===== src/rtl/smpc_pad_pkg.sv =====
// smpc_pad_reader shared types and constants.
// States, peripheral IDs, header codes and pin direction mask.
package smpc_pad_pkg;

  typedef enum logic [2:0] {
    S_IDLE,
    S_PROBE,
    S_DIG,
    S_DIG_WR,
    S_HS_SET,
    S_HS_POLL,
    S_FINISH
  } state_t;

  localparam logic [7:0] ID_NONE    = 8'hFF;
  localparam logic [7:0] ID_DIGITAL = 8'h02;
  localparam logic [3:0] HDR_SATURN = 4'h1;
  localparam logic [3:0] HDR_MD3W   = 4'hB;
  localparam logic [6:0] DDR_TH_TR  = 7'h60;

  // Saturn digital pad answers TH=TR=1 with data 'x100'.
  function automatic logic is_digital(input logic [3:0] d);
    return d[2:0] == 3'b100;
  endfunction

endpackage


===== src/rtl/smpc_pad_nibble_pack.sv =====
// Nibble-to-byte assembler feeding the payload byte buffer.
// High half first; byte write strobes on every second nibble.
module smpc_pad_nibble_pack
  import smpc_pad_pkg::*;
(
  input  logic       clk,
  input  logic       rst_n,
  input  logic       clr,
  input  logic       push,
  input  logic [3:0] nib,
  output logic       we,
  output logic [3:0] addr,
  output logic [7:0] data,
  output logic [3:0] count
);

  logic [3:0] hi;
  logic       half;

  // Pair nibbles into bytes and issue one-clock write strobes.
  always_ff @(posedge clk or negedge rst_n) begin
    if (!rst_n) begin
      hi    <= 4'h0;
      half  <= 1'b0;
      we    <= 1'b0;
      addr  <= 4'h0;
      data  <= 8'h00;
      count <= 4'h0;
    end else if (clr) begin
      hi    <= 4'h0;
      half  <= 1'b0;
      we    <= 1'b0;
      addr  <= 4'h0;
      count <= 4'h0;
    end else begin
      we <= 1'b0;
      if (push) begin
        if (!half) begin
          hi   <= nib;
          half <= 1'b1;
        end else begin
          we    <= 1'b1;
          data  <= {hi, nib};
          addr  <= count;
          count <= count + 4'd1;
          half  <= 1'b0;
        end
      end
    end
  end

endmodule


===== src/rtl/smpc_pad_reader.sv =====
// SMPC controller-port acquisition engine (digital / 3-wire / MD).
// Optional TL handshake timeout: define SMPC_PAD_TIMEOUT_EN.
module smpc_pad_reader
  import smpc_pad_pkg::*;
#(
  parameter int         SETTLE  = 1,
  parameter logic [7:0] MD3W_ID = 8'hE3
`ifdef SMPC_PAD_TIMEOUT_EN
  ,
  parameter int         TIMEOUT = 255
`endif
)(
  input  logic       CLK,
  input  logic       RST_N,
  input  logic       CE,
  input  logic       START,
  input  logic [6:0] PDRI,
  output logic [6:0] PDRO,
  output logic [6:0] DDR,
  output logic       BUSY,
  output logic       DONE,
  output logic       ERR,
  output logic [7:0] PERI_ID,
  output logic [3:0] PERI_LEN,
  output logic       BUF_WE,
  output logic [3:0] BUF_ADDR,
  output logic [7:0] BUF_DATA
);

  state_t     state, state_n;
  logic [7:0] cnt;
  logic [1:0] step;
  logic [1:0] k;
  logic [3:0] n00, n01, n10;
  logic       n11_l;
  logic [3:0] h0, h1;
  logic [4:0] rem;
  logic       tr;
  logic [7:0] id_q;
  logic [1:0] pdr;
  logic       busy, done;
  logic       push;
  logic [3:0] pnib;
  logic       tmo_hit;

  logic [3:0] nib;
  logic       settled, tl_ok, start_ok;
  logic       hdr_sat, hdr_md, hs_last;
  logic       unused_pins;

  assign nib         = PDRI[3:0];
  assign settled     = cnt == 8'd0;
  assign tl_ok       = PDRI[4] == tr;
  assign start_ok    = CE && START && state == S_IDLE;
  assign hdr_sat     = h0 == HDR_SATURN;
  assign hdr_md      = h0 == HDR_MD3W;
  assign unused_pins = ^PDRI[6:5];

  // Last nibble: bad header, empty Saturn payload, or final payload.
  assign hs_last =
    (k == 2'd2 && (!(hdr_sat || hdr_md) ||
                   (hdr_sat && nib == 4'h0))) ||
    (k == 2'd3 && rem == 5'd1);

`ifdef SMPC_PAD_TIMEOUT_EN
  logic [15:0] tmo;
  logic        err_q;

  assign tmo_hit = tmo == 16'(TIMEOUT - 1);
  assign ERR     = err_q;

  // Count CE ticks spent waiting for TL to follow TR.
  always_ff @(posedge CLK or negedge RST_N) begin
    if (!RST_N) begin
      tmo   <= 16'd0;
      err_q <= 1'b0;
    end else if (CE) begin
      if (start_ok) begin
        tmo   <= 16'd0;
        err_q <= 1'b0;
      end else if (state == S_HS_POLL) begin
        if (tl_ok) begin
          tmo <= 16'd0;
        end else begin
          tmo <= tmo + 16'd1;
          if (tmo_hit) err_q <= 1'b1;
        end
      end else begin
        tmo <= 16'd0;
      end
    end
  end
`else
  assign tmo_hit = 1'b0;
  assign ERR     = 1'b0;
`endif

  // State register.
  always_ff @(posedge CLK or negedge RST_N) begin
    if (!RST_N) state <= S_IDLE;
    else        state <= state_n;
  end

  // Next-state decode; everything advances on CE only.
  always_comb begin
    state_n = state;
    if (CE) begin
      unique case (state)
        S_IDLE:
          if (START) state_n = S_PROBE;
        S_PROBE:
          if (settled) begin
            if (is_digital(nib))  state_n = S_DIG;
            else if (nib == 4'hF) state_n = S_FINISH;
            else                  state_n = S_HS_SET;
          end
        S_DIG:
          if (settled && step == 2'd3) state_n = S_DIG_WR;
        S_DIG_WR:
          if (step == 2'd3) state_n = S_FINISH;
        S_HS_SET:
          if (settled) state_n = S_HS_POLL;
        S_HS_POLL:
          if (tl_ok)        state_n = hs_last ? S_FINISH : S_HS_SET;
          else if (tmo_hit) state_n = S_FINISH;
        S_FINISH:
          state_n = S_IDLE;
        default:
          state_n = S_IDLE;
      endcase
    end
  end

  // Settle timing, nibble capture, header parse and ID tracking.
  always_ff @(posedge CLK or negedge RST_N) begin
    if (!RST_N) begin
      cnt   <= 8'd0;
      step  <= 2'd0;
      k     <= 2'd0;
      n00   <= 4'h0;
      n01   <= 4'h0;
      n10   <= 4'h0;
      n11_l <= 1'b0;
      h0    <= 4'h0;
      h1    <= 4'h0;
      rem   <= 5'd0;
      tr    <= 1'b1;
      id_q  <= ID_NONE;
    end else if (CE) begin
      case (state)
        S_IDLE:
          if (START) begin
            cnt  <= 8'(SETTLE);
            id_q <= ID_NONE;
            tr   <= 1'b1;
            step <= 2'd0;
            k    <= 2'd0;
          end
        S_PROBE:
          if (!settled) begin
            cnt <= cnt - 8'd1;
          end else begin
            cnt  <= 8'(SETTLE);
            step <= 2'd0;
          end
        S_DIG:
          if (!settled) begin
            cnt <= cnt - 8'd1;
          end else begin
            case (step)
              2'd0: n00   <= nib;
              2'd1: n01   <= nib;
              2'd2: n10   <= nib;
              2'd3: n11_l <= nib[3];
            endcase
            if (step == 2'd3) id_q <= ID_DIGITAL;
            step <= step + 2'd1;
            cnt  <= 8'(SETTLE);
          end
        S_DIG_WR:
          step <= step + 2'd1;
        S_HS_SET:
          if (!settled) cnt <= cnt - 8'd1;
        S_HS_POLL:
          if (tl_ok) begin
            tr  <= ~tr;
            cnt <= 8'(SETTLE);
            case (k)
              2'd0: begin
                h0 <= nib;
                k  <= 2'd1;
              end
              2'd1: begin
                h1 <= nib;
                k  <= 2'd2;
              end
              2'd2: begin
                k    <= 2'd3;
                rem  <= hdr_md ? 5'd6 : {nib, 1'b0};
                id_q <= hdr_sat ? {h1, nib} :
                        hdr_md  ? MD3W_ID : ID_NONE;
              end
              default:
                rem <= rem - 5'd1;
            endcase
          end else if (tmo_hit) begin
            id_q <= ID_NONE;
          end
        default: ;
      endcase
    end
  end

  // Nibble stream into the byte assembler.
  always_comb begin
    push = 1'b0;
    pnib = nib;
    if (CE && state == S_DIG_WR) begin
      push = 1'b1;
      case (step)
        2'd0: pnib = n01;
        2'd1: pnib = n10;
        2'd2: pnib = n00;
        2'd3: pnib = {n11_l, 3'b111};
      endcase
    end else if (CE && state == S_HS_POLL &&
                 tl_ok && k == 2'd3) begin
      push = 1'b1;
    end
  end

  // Pin drive and status outputs.
  always_comb begin
    pdr  = 2'b11;
    busy = 1'b0;
    done = 1'b0;
    unique case (state)
      S_IDLE: ;
      S_PROBE, S_DIG_WR:
        busy = 1'b1;
      S_DIG: begin
        pdr  = step;
        busy = 1'b1;
      end
      S_HS_SET, S_HS_POLL: begin
        pdr  = {1'b0, tr};
        busy = 1'b1;
      end
      S_FINISH:
        done = CE;
      default: ;
    endcase
  end

  assign PDRO    = {pdr, 5'b00000};
  assign DDR     = DDR_TH_TR;
  assign BUSY    = busy;
  assign DONE    = done;
  assign PERI_ID = id_q;

  smpc_pad_nibble_pack u_pack (
    .clk   (CLK),
    .rst_n (RST_N),
    .clr   (start_ok),
    .push  (push),
    .nib   (pnib),
    .we    (BUF_WE),
    .addr  (BUF_ADDR),
    .data  (BUF_DATA),
    .count (PERI_LEN)
  );

endmodule


===== config.mk =====
export PLATFORM = sky130hd
export DESIGN_NAME = smpc_pad_reader
export DESIGN_NICKNAME = d
export VERILOG_FILES = /design/src/rtl/smpc_pad_pkg.sv /design/src/rtl/smpc_pad_nibble_pack.sv /design/src/rtl/smpc_pad_reader.sv
export SDC_FILE = /design/constraint.sdc
export NUM_CORES = 1
export LEC_CHECK = 0
export CORE_ASPECT_RATIO = 0.5
export CORE_MARGIN = 2
export CORE_UTILIZATION = 55
export DETAILED_ROUTE_END_ITERATION = 8
export PLACE_DENSITY_LB_ADDON = 0.3
export SYNTH_ARGS = -nofsm -noshare
export SYNTH_HDL_FRONTEND = slang
export SYNTH_SLANG_ARGS = --single-unit

===== constraint.sdc =====
create_clock -name CLK -period 2.02 [get_ports CLK]
set_input_delay 0.404 -clock CLK [delete_from_list [all_inputs] [get_ports CLK]]
set_output_delay 0.404 -clock CLK [all_outputs]
set_load 0.05 [all_outputs]

# ---- After elaboration in Yosys (flattened, before gate mapping)
# Index checks and enable logic that the tools add are counted.
# Widths: inputs -> output; s select.
dict set report totals {
  reg_bits 72
  out_inout_bits 42
}
dict set report op_classes {
  n_mux 57
  n_reduce_logical 45
  eq_ne 30
  n_addsub 4
  bitwise_logic 3
}
# cell count
set ops {}
lappend ops {{$mux 8} 10}
lappend ops {{$mux 4} 10}
lappend ops {{$pmux 8 s4} 1}
lappend ops {{$reduce_and 4->1} 8}
lappend ops {{$pmux 8 s3} 1}
lappend ops {{$ne 2x2->1 const B} 11}
lappend ops {{$mux 3} 7}
lappend ops {{$pmux 3 s6} 1}
lappend ops {{$pmux 4 s4} 1}
lappend ops {{$reduce_and 5->1} 3}
lappend ops {{$reduce_and 7->1} 2}
lappend ops {{$eq 3x3->1 const B} 4}
lappend ops {{$mux 1} 12}
lappend ops {{$mux 2} 6}
lappend ops {{$logic_and 1x1->1} 10}
lappend ops {{$mux 5} 2}
lappend ops {{$pmux 5 s2} 1}
lappend ops {{$eq 2x2->1 const B} 4}
lappend ops {{$eq 4x4->1 const B} 2}
lappend ops {{$logic_not 8->1} 1}
lappend ops {{$pmux 2 s2} 2}
lappend ops {{$pmux 2 s4} 1}
lappend ops {{$reduce_bool 4->1} 2}
lappend ops {{$sub 8x1->8 const B} 1}
lappend ops {{other kinds (24)} 36}

# ---- Depth between registers and ports, before layout
# Gate-level depths: netlist of the first run.
dict set report logic_depth {
  word_depth 9
  ltp_mapped 8
  ltp_nobuf 7
}

# ---- Cells and area by module
# From an unflattened synthesis of the first run, not the netlist that was laid out.
dict set report unflattened {
  hier_cells 409
  hier_area_um2 4127.7
}
# mod seq_area_each_um2 n_inst area_per_inst_um2 cells_per_inst
set by_module_without_submodules {}
lappend by_module_without_submodules {smpc_pad_reader 1262.5 1 3183.1 335}
lappend by_module_without_submodules {smpc_pad_nibble_pack 550.5 1 944.7 74}

# ---- Worst setup path before layout of the first run
# OpenSTA, ideal clock, no wires.
dict set report synth_timing {
  path_kind {register -> output}
  start {register state[2]}
  end {output port DONE}
  path_slack_ps -187
  arrival_time_ps 1803
  path_buffers 1
  stages_incl_launch_ff 4
  t_required_ps 1616
  cell_sequence {dfrtp_1 -> buf_2 -> inv_1 -> nor3_1}
}
dict set report synth_between {
  elab_chain_len 2
}
# element line
set synth_rtl {}
lappend synth_rtl {{start, declared} smpc_pad_reader.sv:30} ;# state_t state, state_n;
lappend synth_rtl {{start signal, assigned} smpc_pad_reader.sv:101} ;# else state <= state_n;
lappend synth_rtl {{$eq 3x3->1} smpc_pad_reader.sv:237} ;# unique case (state)
lappend synth_rtl {{$mux 1} smpc_pad_reader.sv:237}
lappend synth_rtl {{end, declared} smpc_pad_reader.sv:21} ;# output logic DONE,
# No other way between the ends.

# ---- Worst setup path in the final report of the first run
dict set report layout_timing {
  start {register state[1]}
  end {register u_pack.data[5]}
}
dict set report layout_between {
  elab_chain_len 7
  elab_cells_between_ends 12
}
# element line
set layout_rtl {}
lappend layout_rtl {{$eq 3x3->1} smpc_pad_reader.sv:226} ;# end else if (CE && state == S_HS_POLL &&
lappend layout_rtl {{$logic_and 1x1->1 (2 in series)} smpc_pad_reader.sv:226}
lappend layout_rtl {{$logic_and 1x1->1} smpc_pad_reader.sv:227} ;# tl_ok && k == 2'd3) begin
lappend layout_rtl {{$mux 1} smpc_pad_reader.sv:226}
lappend layout_rtl {{$mux 1} smpc_pad_reader.sv:218} ;# if (CE && state == S_DIG_WR) begin
lappend layout_rtl {{$reduce_and 3->1 (no source line) *} -}
lappend layout_rtl {{end signal, assigned} smpc_pad_nibble_pack.sv:43} ;# data <= {hi, nib};
lappend layout_rtl {{end, declared} smpc_pad_nibble_pack.sv:13} ;# output logic [7:0] data,
# Mark *: on every way between the ends. The rest lies on a longest branch, timed or not.
# A chain may end at the register's enable or synchronous reset.

==> run summary, run 1 <==
The run finished, with violations left. The checks that failed: negative setup slack. After detailed routing, the average wire length per cell comes to 18.4 um. The mapped netlist covers 0.00380 mm^2. The total clock sinks is 72. The number of max-capacitance violations reported came out at 0. The average footprint of a synthesized cell came out at 9.75 um^2. The final critical path time including I/O delays and setup is a little over 2000 ps. The maximum number of buffers from clock root to sink is 2. The final non-filler cell area is 0.00511 mm^2.

After layout, the worst setup slack is -12.7 ps. The clock reaches the later pin of the worst-skew pair after 350 ps. The placed cell area is 0.00452 mm^2. The number of buffer cells added on primary ports came out at 37.

The worst hold-check slack came out at 75.8 ps. The total number of placement rows came out at 21. Detailed placement ended at an HPWL of ~6500 um. The number of synthesized flops with an enable pin came out at 0.

In the final layout, flip-flops and latches occupy 0.00182 mm^2. From synthesis to final layout, the design area changed by 34.4%. The global-route wire length before repair is 16300 um. The number of global-route vias before repair came to 3286.

The most used flip-flop cell after synthesis is dfrtp_1. The diode insertion count for antenna repair came out at 0. The count of unresolved DRC violations after routing is 0.

The share of cells above drive strength 1 is a little under a third. Once detail routing completed, the nets flagged for antenna violations numbered 0. Between clock sinks in the finished design, the worst skew comes to slightly above 10 ps.

For this run, the detailed router's first-pass iteration total came to 6. The worst hold path class is primary input to asynchronous set/reset pin. The number of synthesized register bits is 72. The number of hold-slack violations in the final timing report is 0. The non-filler instance count after layout came out at 571. The power density normalized to cell area is 1560 mW/mm^2. The fill cell instance count of the final layout came out at 405. The critical path is of the flop to flop type. The biggest area contributor in the post-synthesis netlist is dfrtp_1. For this run, the top clock speed supported by timing is 492 MHz.

The worst max-slew margin expressed relative to the limit came out at slightly below 50%. The detailed router finished its first iteration with 358 violations. The final layout contains routed wiring with a total length of 10500 um. STA classifies the critical path endpoint as a flop. The routed via count is 3391. The area occupied by multi-input gates is ~0.0019 mm^2. The fraction of synthesized cell area taken by the top area cell type came out at 41.5%. The async set-or-reset flop fraction in the synthesized netlist came out at 100%.

The clock-pin slew on the worst setup and hold paths is 60 ps. After global routing the overflow that remains totals 0. The number of vias per cell is 5.94. The clock root buffer is clkbuf_16.

The number of pins exceeding their max-slew limit in the final report came out at 0. In the final timing run, aggregate negative setup slack is -40.8 ps. For this run, the post-layout net count is 497.

Dividing the final minimum period by the clock period gives 101%. The data required time of the worst path came out at 2250 ps. The dominant cell by count in the synthesized netlist is dfrtp_1. STA puts the critical path data arrival time at 2260 ps.

The total global-route track usage came out at 27.9%. In the synthesized netlist, the cells that appear most often are dfrtp_1 (63), nand2_1 (46), nor2_1 (37). The floorplan die area came out at 0.00763 mm^2. Including well taps, the total number of placed cells is 542.

The initial standard-cell utilization of the core came out at 57.0%. By area the synthesized netlist is led by dfrtp_1 (41%), dfstp_2 (6.2%), mux2_2 (6.2%). The completed layout was analyzed and its total power is between 0.007 and 0.008 W. Clock tree synthesis inserted a total of 9 buffers.

The core region is between 0.006 and 0.007 mm^2. The pin count of the biggest net entering global routing came out at 28. From left edge to right edge, the die measures 122 um. The nature of the critical path startpoint is a flop.

Sequential cells were found to cover ~48% of the synthesized design area. The count of synthesis-stage warnings from yosys came out at 0. The die height came out at about 63 um. The reported leakage power is 2.34 nW. The number of top-level pins is 53. TritonCTS built the clock tree.

The final estimated routing congestion in global placement came out at 0.875. Setup repair after global routing could not meet its margin everywhere. The number of antenna violations at the first check in global routing is 0. The synthesized instance count came out at 390. The worst supply voltage drop on vdd came out at 0.893 mV. The number of endpoints failing setup at the final stage came out at 4. The maximum fanout encountered on the critical timing path is 10.

After synthesis, the netlist uses 56 different library cells. The number of H-tree levels is 3. At the pin with the least slew margin, the transition time is between 700 and 800 ps.
[routing by layer]
metal	track usage (%)	wire, um	share of wire, %
met3	8.85	709	6.8
met1	34.2	4360	42
met4	12.5	376	3.6
met2	45.3	5050	48
met5	0	0	0
[through the flow]
step / utilization [%] / setup WS, ps
after floorplan: - / -183
after global placement: 67.8 / -202
after detailed placement: 67.8 / -290
after CTS: 73.5 / 2.47
after global routing: 76.6 / -64.3
final: 76.6 / -12.7
[logic make-up (layout without fill, tap and decap cells)]
kind of cell,Yosys count,in the layout,share of synthesized area [%]
flops,72,72,47.7
compound gates,89,89,14.9
other cells,2,13,0.198
fa+ha+maj,12,12,3.95
buf+inv,44,122,6.05
xor+xnor,9,9,2.07
simple gates,139,139,18.4
mux,23,23,6.75
[path summary, 6_finish.rpt]
path	from	endpoint	slack [ps]	cells past startpoint
max	state[1]	u_pack.data[5]	-10	5
min	RST_N	step[1]	80	1
max reg2reg	state[1]	u_pack.data[5]	-10	5
min reg2reg	PERI_ID[6]	PERI_ID[6]	490	2
max in group asynchronous	RST_N	u_pack.data[4]	1370	2
min in group CLK	PERI_ID[6]	PERI_ID[6]	490	2
[placed cells by master (no fill, tap or decap), types with 4 or more instances in the layout]
master / count
clkbuf_16: 10
nor2_1: 34
ha_1: 12
or3_1: 4
mux2_2: 21
clkdlybuf4s50_1: 20
nor4_1: 5
inv_1: 17
buf_4: 49
dfrtp_1: 60
nor3_1: 7
conb_1: 13
nand3_1: 9
buf_12: 8
nand2_1: 42
a22oi_1: 4
nand2b_1: 4
dfstp_2: 9
a21oi_1: 19
xor2_1: 6
nor2b_1: 6
o21ai_0: 33
[final cells by class]
type	instances	area share, %
multi-input combinational	285	37.7
sequential	72	35.5
timing repair buffer	88	16.6
clock buffer	10	4.68
tap	92	2.25
clock inverter	6	1.76
inverter	18	1.40
[power by group]
group,switching [W],total [W],internal (W),leakage [nW]
clock network,0.000647,0.00177,0.00112,0.159
logic,0.00228,0.00383,0.00155,1.25
registers,0.000445,0.00240,0.00196,0.922
[critical path: stages (launching register included)]
cell and delay, ps:
dfrtp_2 500, nand4b_1 320, o31a_1 420, nor2b_1 160
buf_6 170, mux2_2 340
[registers in the layout (all words and copies together) (netlist names), 2 cells and up]
signal and flops:
u_pack.count 4, u_pack.data 8, step 2, u_pack.addr 4
n00 4, n10 4, rem 5, u_pack.hi 4
state 3, h1 4, k 2, h0 4
cnt 8, n01 4, PERI_ID 8
[what timing repair did]
action	4_1_cts	5_1_grt
resized for setup	13	28
gates cloned	0	1
buffers inserted	2	10
endpoints found under the setup margin	9	56
pin swaps	0	9
hold buffers	0	0
Power figures use the tool's default switching activity.
==> inputs of run 2 (changes only) <==
- HOLD_SLACK_MARGIN: default -> 0.15
==> run 2 against run 1 <==
  * The flow still finishes with violations (negative setup slack)
  * Utilization down 0.77 points
  * Combinational power down 1%
  * First-iteration DRC count down 7.3%
  * Clock power about the same
  * Design area down 1.0%
  * Sequential power about the same
  * Largest cell class unchanged
  * Largest power group unchanged
==> run summary, run 2 (synthesis gave the netlist of run 1 again) <==
The detail-routed net length per standard cell came out at 18.0 um (-2.1%). The total global-route track usage is 27.7% (-0.10 points). The type of the setup path with the least slack is flop to primary output. The number of antenna violations at the first check in global routing is 0 (unchanged). The signal on the critical path passes through buf_6, clkinvlp_4, nor2_4, a32oi_2, buf_12. The library cells used most frequently in the layout, excluding fill and tap cells, are dfrtp_1 (60), buf_4 (49), nand2_1 (45). The die height is 62.8 um (unchanged). The placed cell area was 0.00452 mm^2 (unchanged).

The sum of internal, switching and leakage power is 0.00792 W (-0.98%). The placed wire-length estimate came to 6450 um (unchanged). The global-route wire length before repair came out at 16300 um (about the same). Along the worst hold path, the cell count comes to 2. The fill cell instance count of the final layout is 405 (unchanged). The fmax came out at 493 MHz (+0.13%). The final worst-path cycle share came to 100% (-0.13 points).

The number of hold-slack violations in the final timing report was 0 (unchanged). The power density normalized to cell area is 1570 mW/mm^2 (about the same). The pre-CTS setup slack is -290 ps (unchanged). The worst setup path is launched from a flop. The detailed router's first-iteration violation count came out at 332 (-7.3%). The clock tree from TritonCTS is done. The share of cells above drive strength 1 came out at 29.1% (-0.92 points). The checks that failed: negative setup slack. The number of buffers created by CTS was 9 (unchanged).

The data required time of the worst path is 1620 ps (-630 ps). The tightest min-delay check is of the flop to flop type. The floorplan die area was 0.00763 mm^2 (unchanged).

The count of nets left with antenna violations after detail routing is 0 (unchanged). The number of max-capacitance violations reported came out at 0 (unchanged). The setup slack of the worst register-to-register path is 0 ps (about the same). The initial standard-cell utilization of the core is 57.0% (unchanged).

The worst setup path is captured at a primary output. The layout overhead on the synthesized area came out at 33.1%. The routed via count is 3349 (-1.2%).

Among all stages on the critical path, the largest delay is contributed by dfrtp_2. The maximum number of buffers from clock root to sink came out at 2 (unchanged). The flow ran to the end, but the final reports show violations.

The latest clock arrival within the worst-skew pair came out at 340 ps (about the same). The count of TritonRoute iterations in the first routing pass is 5 (-1). The total clock sinks is 72 (unchanged). The number of cells on the worst reg-to-reg path is 6 (+1). The endpoint arrival time on the critical path was 1630 ps (-630 ps). The final estimated routing congestion in global placement came out at 0.875 (unchanged).

The number of vias per cell is 5.89 (-0.89%). Setup repair after global routing could not meet its margin everywhere. The largest incremental delay on the critical path came out at 470 ps (-30 ps). The pin count of the biggest net entering global routing came out at 28 (unchanged). The number of global-route vias before repair came out at 3257 (-0.88%).

The number of H-tree levels is 3 (unchanged). The diode insertion count for antenna repair came to 0 (unchanged). The count of unresolved DRC violations after routing is 0 (unchanged). The number of cells on the critical path was 5 (unchanged). The clock-pin slew on the worst setup and hold paths came out at 60 ps (about the same). The root buffer cell chosen for the clock tree is clkbuf_16. The total number of placement rows came out at 21 (unchanged). The floorplan die width is 122 um (unchanged). The maximum fanout encountered on the critical timing path is 9 (-1). The family with the most delay on the worst path is buffers and inverters.

The number of top-level pins came out at 53 (unchanged). The number of pins exceeding their max-slew limit in the final report is 0 (unchanged). The final non-filler cell area came out at 0.00506 mm^2 (-1.0%). The minimum setup slack in the final design came out at -10.0 ps (+2.66 ps). The worst clock skew came out at 6.58 ps (-3.64 ps). The number of buffer cells added on primary ports came out at 37 (unchanged). The count of buffer and inverter cells on the critical path is 3 (+2). The most critical setup path has its startpoint at state[2]. The pin slew with the least headroom to its limit came out at 809 ps (+59.9 ps).

The critical register-to-register path startpoint is state[1]. The startpoint of the lowest-slack hold path is PERI_ID[6]. The most frequent standard cell in the layout excluding fill and tap cells is dfrtp_1. The worst supply voltage drop on vdd is 0.867 mV (-2.9%). The number of nets in the finished design is 495 (-0.40%). The final critical path time including I/O delays and setup is 2030 ps (-2.66 ps). The number of endpoints failing setup at the final stage is 1 (-3). The total core area came out at 0.00667 mm^2 (unchanged). The sum of routed wire length over all layers was 10200 um (-2.5%). The reported leakage power is 2.30 nW (-1.5%).

The worst max-slew margin expressed relative to the limit came out at 45.5% (-4.0 points). The overflow left after global routing is 0 (unchanged).
## run 2: cell count changes in the layout (fill, tap and decap cells not counted), sizes merged
cell / before / now
buf: 62 / 61
dlygate4sd3: 0 / 1
clkbuf: 12 / 10
## run 2: worst register-to-register path, cell delays in order, from the launching register on
cell,delay [ps]
dfrtp_2,460
buf_2,220
and3b_2,290
a221oi_4,310
nand3_2,110
or4_4,430
a21oi_2,130
## run 2: path summary, 6_finish.rpt
path	end
hold reg to reg	PERI_ID[6]
setup / recovery	PDRO[5]
min in group asynchronous	step[1]
max in group asynchronous	u_pack.data[4]
hold / removal	PERI_ID[6]
setup reg to reg	cnt[5]
## run 2: layout make-up
class	instances	area (um^2)	share of cell area [%]
Clock buffer	10	239	4.72
Inverter	18	71.3	1.41
Tap cell	92	115	2.27
Timing Repair Buffer	86	810	16.0
Clock inverter	6	90.1	1.78
Sequential cell	72	1820	35.9
Multi-Input combinational cell	285	1920	37.9
## run 2: layer usage
metal | global-route usage [%] | vias to the layer above | part of all wire [%]
met1 | 34.6 | 1634 | 41
met4 | 11.4 | 0 | 3.3
li1 | - | 1512 | -
met3 | 7.94 | 40 | 7.1
met2 | 45.7 | 163 | 49
met5 | 0 | - | 0
## run 2: where the power goes
group | leakage [nW] | switching, W | total, W | internal (W)
registers | 0.922 | 0.000438 | 0.00240 | 0.00196
logic | 1.22 | 0.00225 | 0.00378 | 0.00153
clock network | 0.159 | 0.000627 | 0.00175 | 0.00112
## run 2: metrics by stage
stage	hold slack (ps)	std cells	TNS (ps)	utilization [%]
finish	489	569	-10.0	75.8
global route	510	569	-235	75.8
CTS	486	561	0	73.7
detailed placement	459	542	-8670	67.8
global placement	440	542	-4530	67.8
floorplan	108	401	-352	-
## run 2: repair_timing
| action | CTS | global route |
|---|---|---|
| pin swaps | 0 | 8 |
| endpoints found under the setup margin | 9 | 56 |
| endpoints found under the hold margin | 14 | 0 |
| gates resized for setup | 13 | 23 |
| hold buffers | 1 | 0 |
| buffers inserted | 2 | 8 |
==> inputs of run 3 (changes only) <==
- CELL_PAD_IN_SITES_DETAIL_PLACEMENT: default -> 1
- CELL_PAD_IN_SITES_GLOBAL_PLACEMENT: default -> 2
- CORE_UTILIZATION: 55 -> 34
==> run 3 against run 2 <==
  * Critical path type unchanged
  * Non-clock buffer count grew 4
  * Via count shrank 4.8%
  * Clock-buffer cell count is the same
  * Largest cell class unchanged
  * First-iteration DRC count shrank 58%
  * Power shrank 3.7%
  * Hold slack lost 9.7 ps
  * Utilization shrank 30 points
  * The run now ends clean
  * Clock skew is essentially flat
  * Die area grew 58%
==> run summary, run 3 (synthesis gave the netlist of run 1 again) <==
The power density normalized to cell area came to 1510 mW/mm^2 (-3.6%). The final worst-path cycle share is 97.1% (-3.4 points). The maximum fanout encountered on the critical timing path was 5 (-4). The type of the setup path with the least slack is flop to primary output. The global-route wire length before repair is 17400 um (+6.6%). The initial standard-cell utilization of the core came out at 34.7% (-22 points).

The clock-pin slew on the worst setup and hold paths came out at 60 ps (about the same). The sum of routed wire length over all layers is 10500 um (+3.0%). In this run the worst hold path is classified as flop to flop. The routed via count was 3187 (-4.8%). The largest incremental delay on the critical path is 450 ps (-20 ps). The sum of internal, switching and leakage power came out at 0.00763 W (-3.7%). The latest clock arrival within the worst-skew pair came out at 340 ps (about the same).

The total global-route track usage came out at 18.3% (-9.4 points). The worst max-slew margin expressed relative to the limit is 62.4% (+17 points). The floorplan die width came to 154 um (+26%). The top cell types in the final layout, fill and taps aside, are dfrtp_1 (59), buf_4 (57), nand2_1 (46).

The worst supply voltage drop on vdd is 0.374 mV (-57%). The number of endpoints failing setup at the final stage is 0 (-1). The number of antenna violations at the first check in global routing came out at 0 (unchanged). The total clock sinks came out at 72 (unchanged). The share of cells above drive strength 1 came out at 28.9% (-0.24 points). The worst setup path is launched from a flop. The reported leakage power came out at 2.30 nW (about the same). The fill cell instance count of the final layout is 1244 (+210%). Among all stages on the critical path, the largest delay is contributed by dfrtp_2. The number of pins exceeding their max-slew limit in the final report came to 0 (unchanged). TritonCTS built the clock tree. The diode insertion count for antenna repair is 0 (unchanged). The number of nets in the finished design came out at 499 (+0.81%). The endpoint arrival time on the critical path is 1560 ps (-70 ps). The critical path goes through or2_4, nor2_2, a21oi_1, buf_12.

The final cell utilization of the core is 46.2% (-30 points). The maximum number of buffers from clock root to sink is 2 (unchanged). The placed wire-length estimate was 7760 um (+20%). The number of vias per cell is 5.09 (-14%). STA classifies the critical path endpoint as a primary output.

The most frequent standard cell in the layout excluding fill and tap cells is dfrtp_1. The worst clock skew is 6.40 ps (-0.181 ps). CTS placed an instance of clkbuf_16 at the clock tree root. The total number of placement rows came out at 27 (+29%). The die height came out at 78.8 um (+25%).

The floorplan die area is 0.0121 mm^2 (+58%). The detailed router's first-iteration violation count is 140 (-58%). The final estimated routing congestion in global placement was 0.764 (-13%). The pin slew with the least headroom to its limit was 557 ps (-252 ps).

The number of max-capacitance violations reported is 0 (unchanged). The final critical path time including I/O delays and setup came out at 1960 ps (-68.6 ps). The number of buffer cells added on primary ports is 37 (unchanged). The layout overhead on the synthesized area came to 33.0% (about the same). The total core area was 0.0109 mm^2 (+64%).

The number of H-tree levels is 3 (unchanged). The count of nets left with antenna violations after detail routing came out at 0 (unchanged). The number of top-level pins came out at 53 (unchanged). The number of buffers created by CTS is 9 (unchanged). The number of hold-slack violations in the final timing report is 0 (unchanged). The data required time of the worst path came out at 1620 ps (about the same).

The sequential standard cell area came out at 0.00182 mm^2 (about the same). The number of global-route vias before repair is 3424 (+5.1%). The area occupied by multi-input gates came out at 0.00187 mm^2 (-2.5%).

The detail-routed net length per standard cell is 16.8 um (-6.4%). The fmax is 510 MHz (+3.5%). The setup slack of the worst register-to-register path was 60 ps (+60 ps). The count of TritonRoute iterations in the first routing pass came to 4 (-1). The overflow left after global routing is 0 (unchanged). The flow ran to the end, and the final reports show no timing, DRC or antenna violations. The count of unresolved DRC violations after routing came out at 0 (unchanged). The pin count of the biggest net entering global routing is 25 (-11%).
[run 3: changes by cell type in the layout (fill, tap and decap cells not counted), sizes merged]
cell / change
dlygate4sd2: -2
inv: -1
bufinv: -1
buf: +4
dlymetal6s2s: +1
clkdlybuf4s50: +1
clkinv: +2
[run 3: final cells by class]
cell class | instances | area share, %
well taps | 145 | 3.59
repair buffers | 90 | 16.2
inverters | 18 | 1.41
multi-input cells | 285 | 37.0
clock buffers | 10 | 4.53
flip-flops and latches | 72 | 36.0
clock inverters | 6 | 1.36
[run 3: power by group]
group / internal, W / switching (W) / total [W]
sequential: 0.00196 / 0.000423 / 0.00238
combinational: 0.00150 / 0.00212 / 0.00362
clock: 0.000963 / 0.000665 / 0.00163
total: 0.00442 / 0.00321 / 0.00763
[run 3: worst max-delay path, delay by kind of cell, from the launching register on]
family	cells	cell delay (ps)
and+or+nand+nor	2	490
DFF	1	450
buffers and inverters	1	160
AOI/OAI and AO/OA	1	110
[run 3: per-layer routing]
| metal | vias up | GRT usage [%] | wire, um |
|---|---|---|---|
| met3 | 9 | 4.42 | 343 |
| li1 | 1515 | - | - |
| met1 | 1618 | 23.2 | 4790 |
| met4 | 0 | 5.32 | 114 |
| met5 | - | 0 | 0 |
| met2 | 45 | 31.6 | 5290 |
[run 3: metrics by stage]
stage / instance area, um^2 / std cells / TNS, ps / worst slack [ps] / hold WS [ps]
final: 5060 / 626 / 0 / 58.6 / 479
after global routing: 5060 / 626 / -17.8 / -14.2 / 504
after floorplan: 3850 / 401 / -352 / -183 / 108
after detailed placement: 4620 / 603 / -9610 / -318 / 417
after global placement: 4620 / 603 / -5710 / -221 / 393
after CTS: 4970 / 621 / 0 / 11.9 / 484
[run 3: repair_timing]
| item | 4_1_cts | 5_1_grt |
|---|---|---|
| hold buffers | 1 | 0 |
| endpoints found under the hold margin | 13 | 0 |
| setup endpoints to repair | 9 | 41 |
| pin swaps | 0 | 5 |
| buffers inserted | 1 | 5 |
| resized for setup | 10 | 14 |
[run 3: worst paths after layout]
check | cells past startpoint | to | from
worst max-delay path | 4 | BUSY | state[2]
worst min-delay path | 2 | PERI_ID[1] | PERI_ID[1]
worst max register to register | 6 | cnt[5] | state[0]
worst min register to register | 2 | PERI_ID[1] | PERI_ID[1]
max in group asynchronous | 3 | PERI_ID[2] | RST_N
min in group asynchronous | 2 | u_pack.data[1] | RST_N
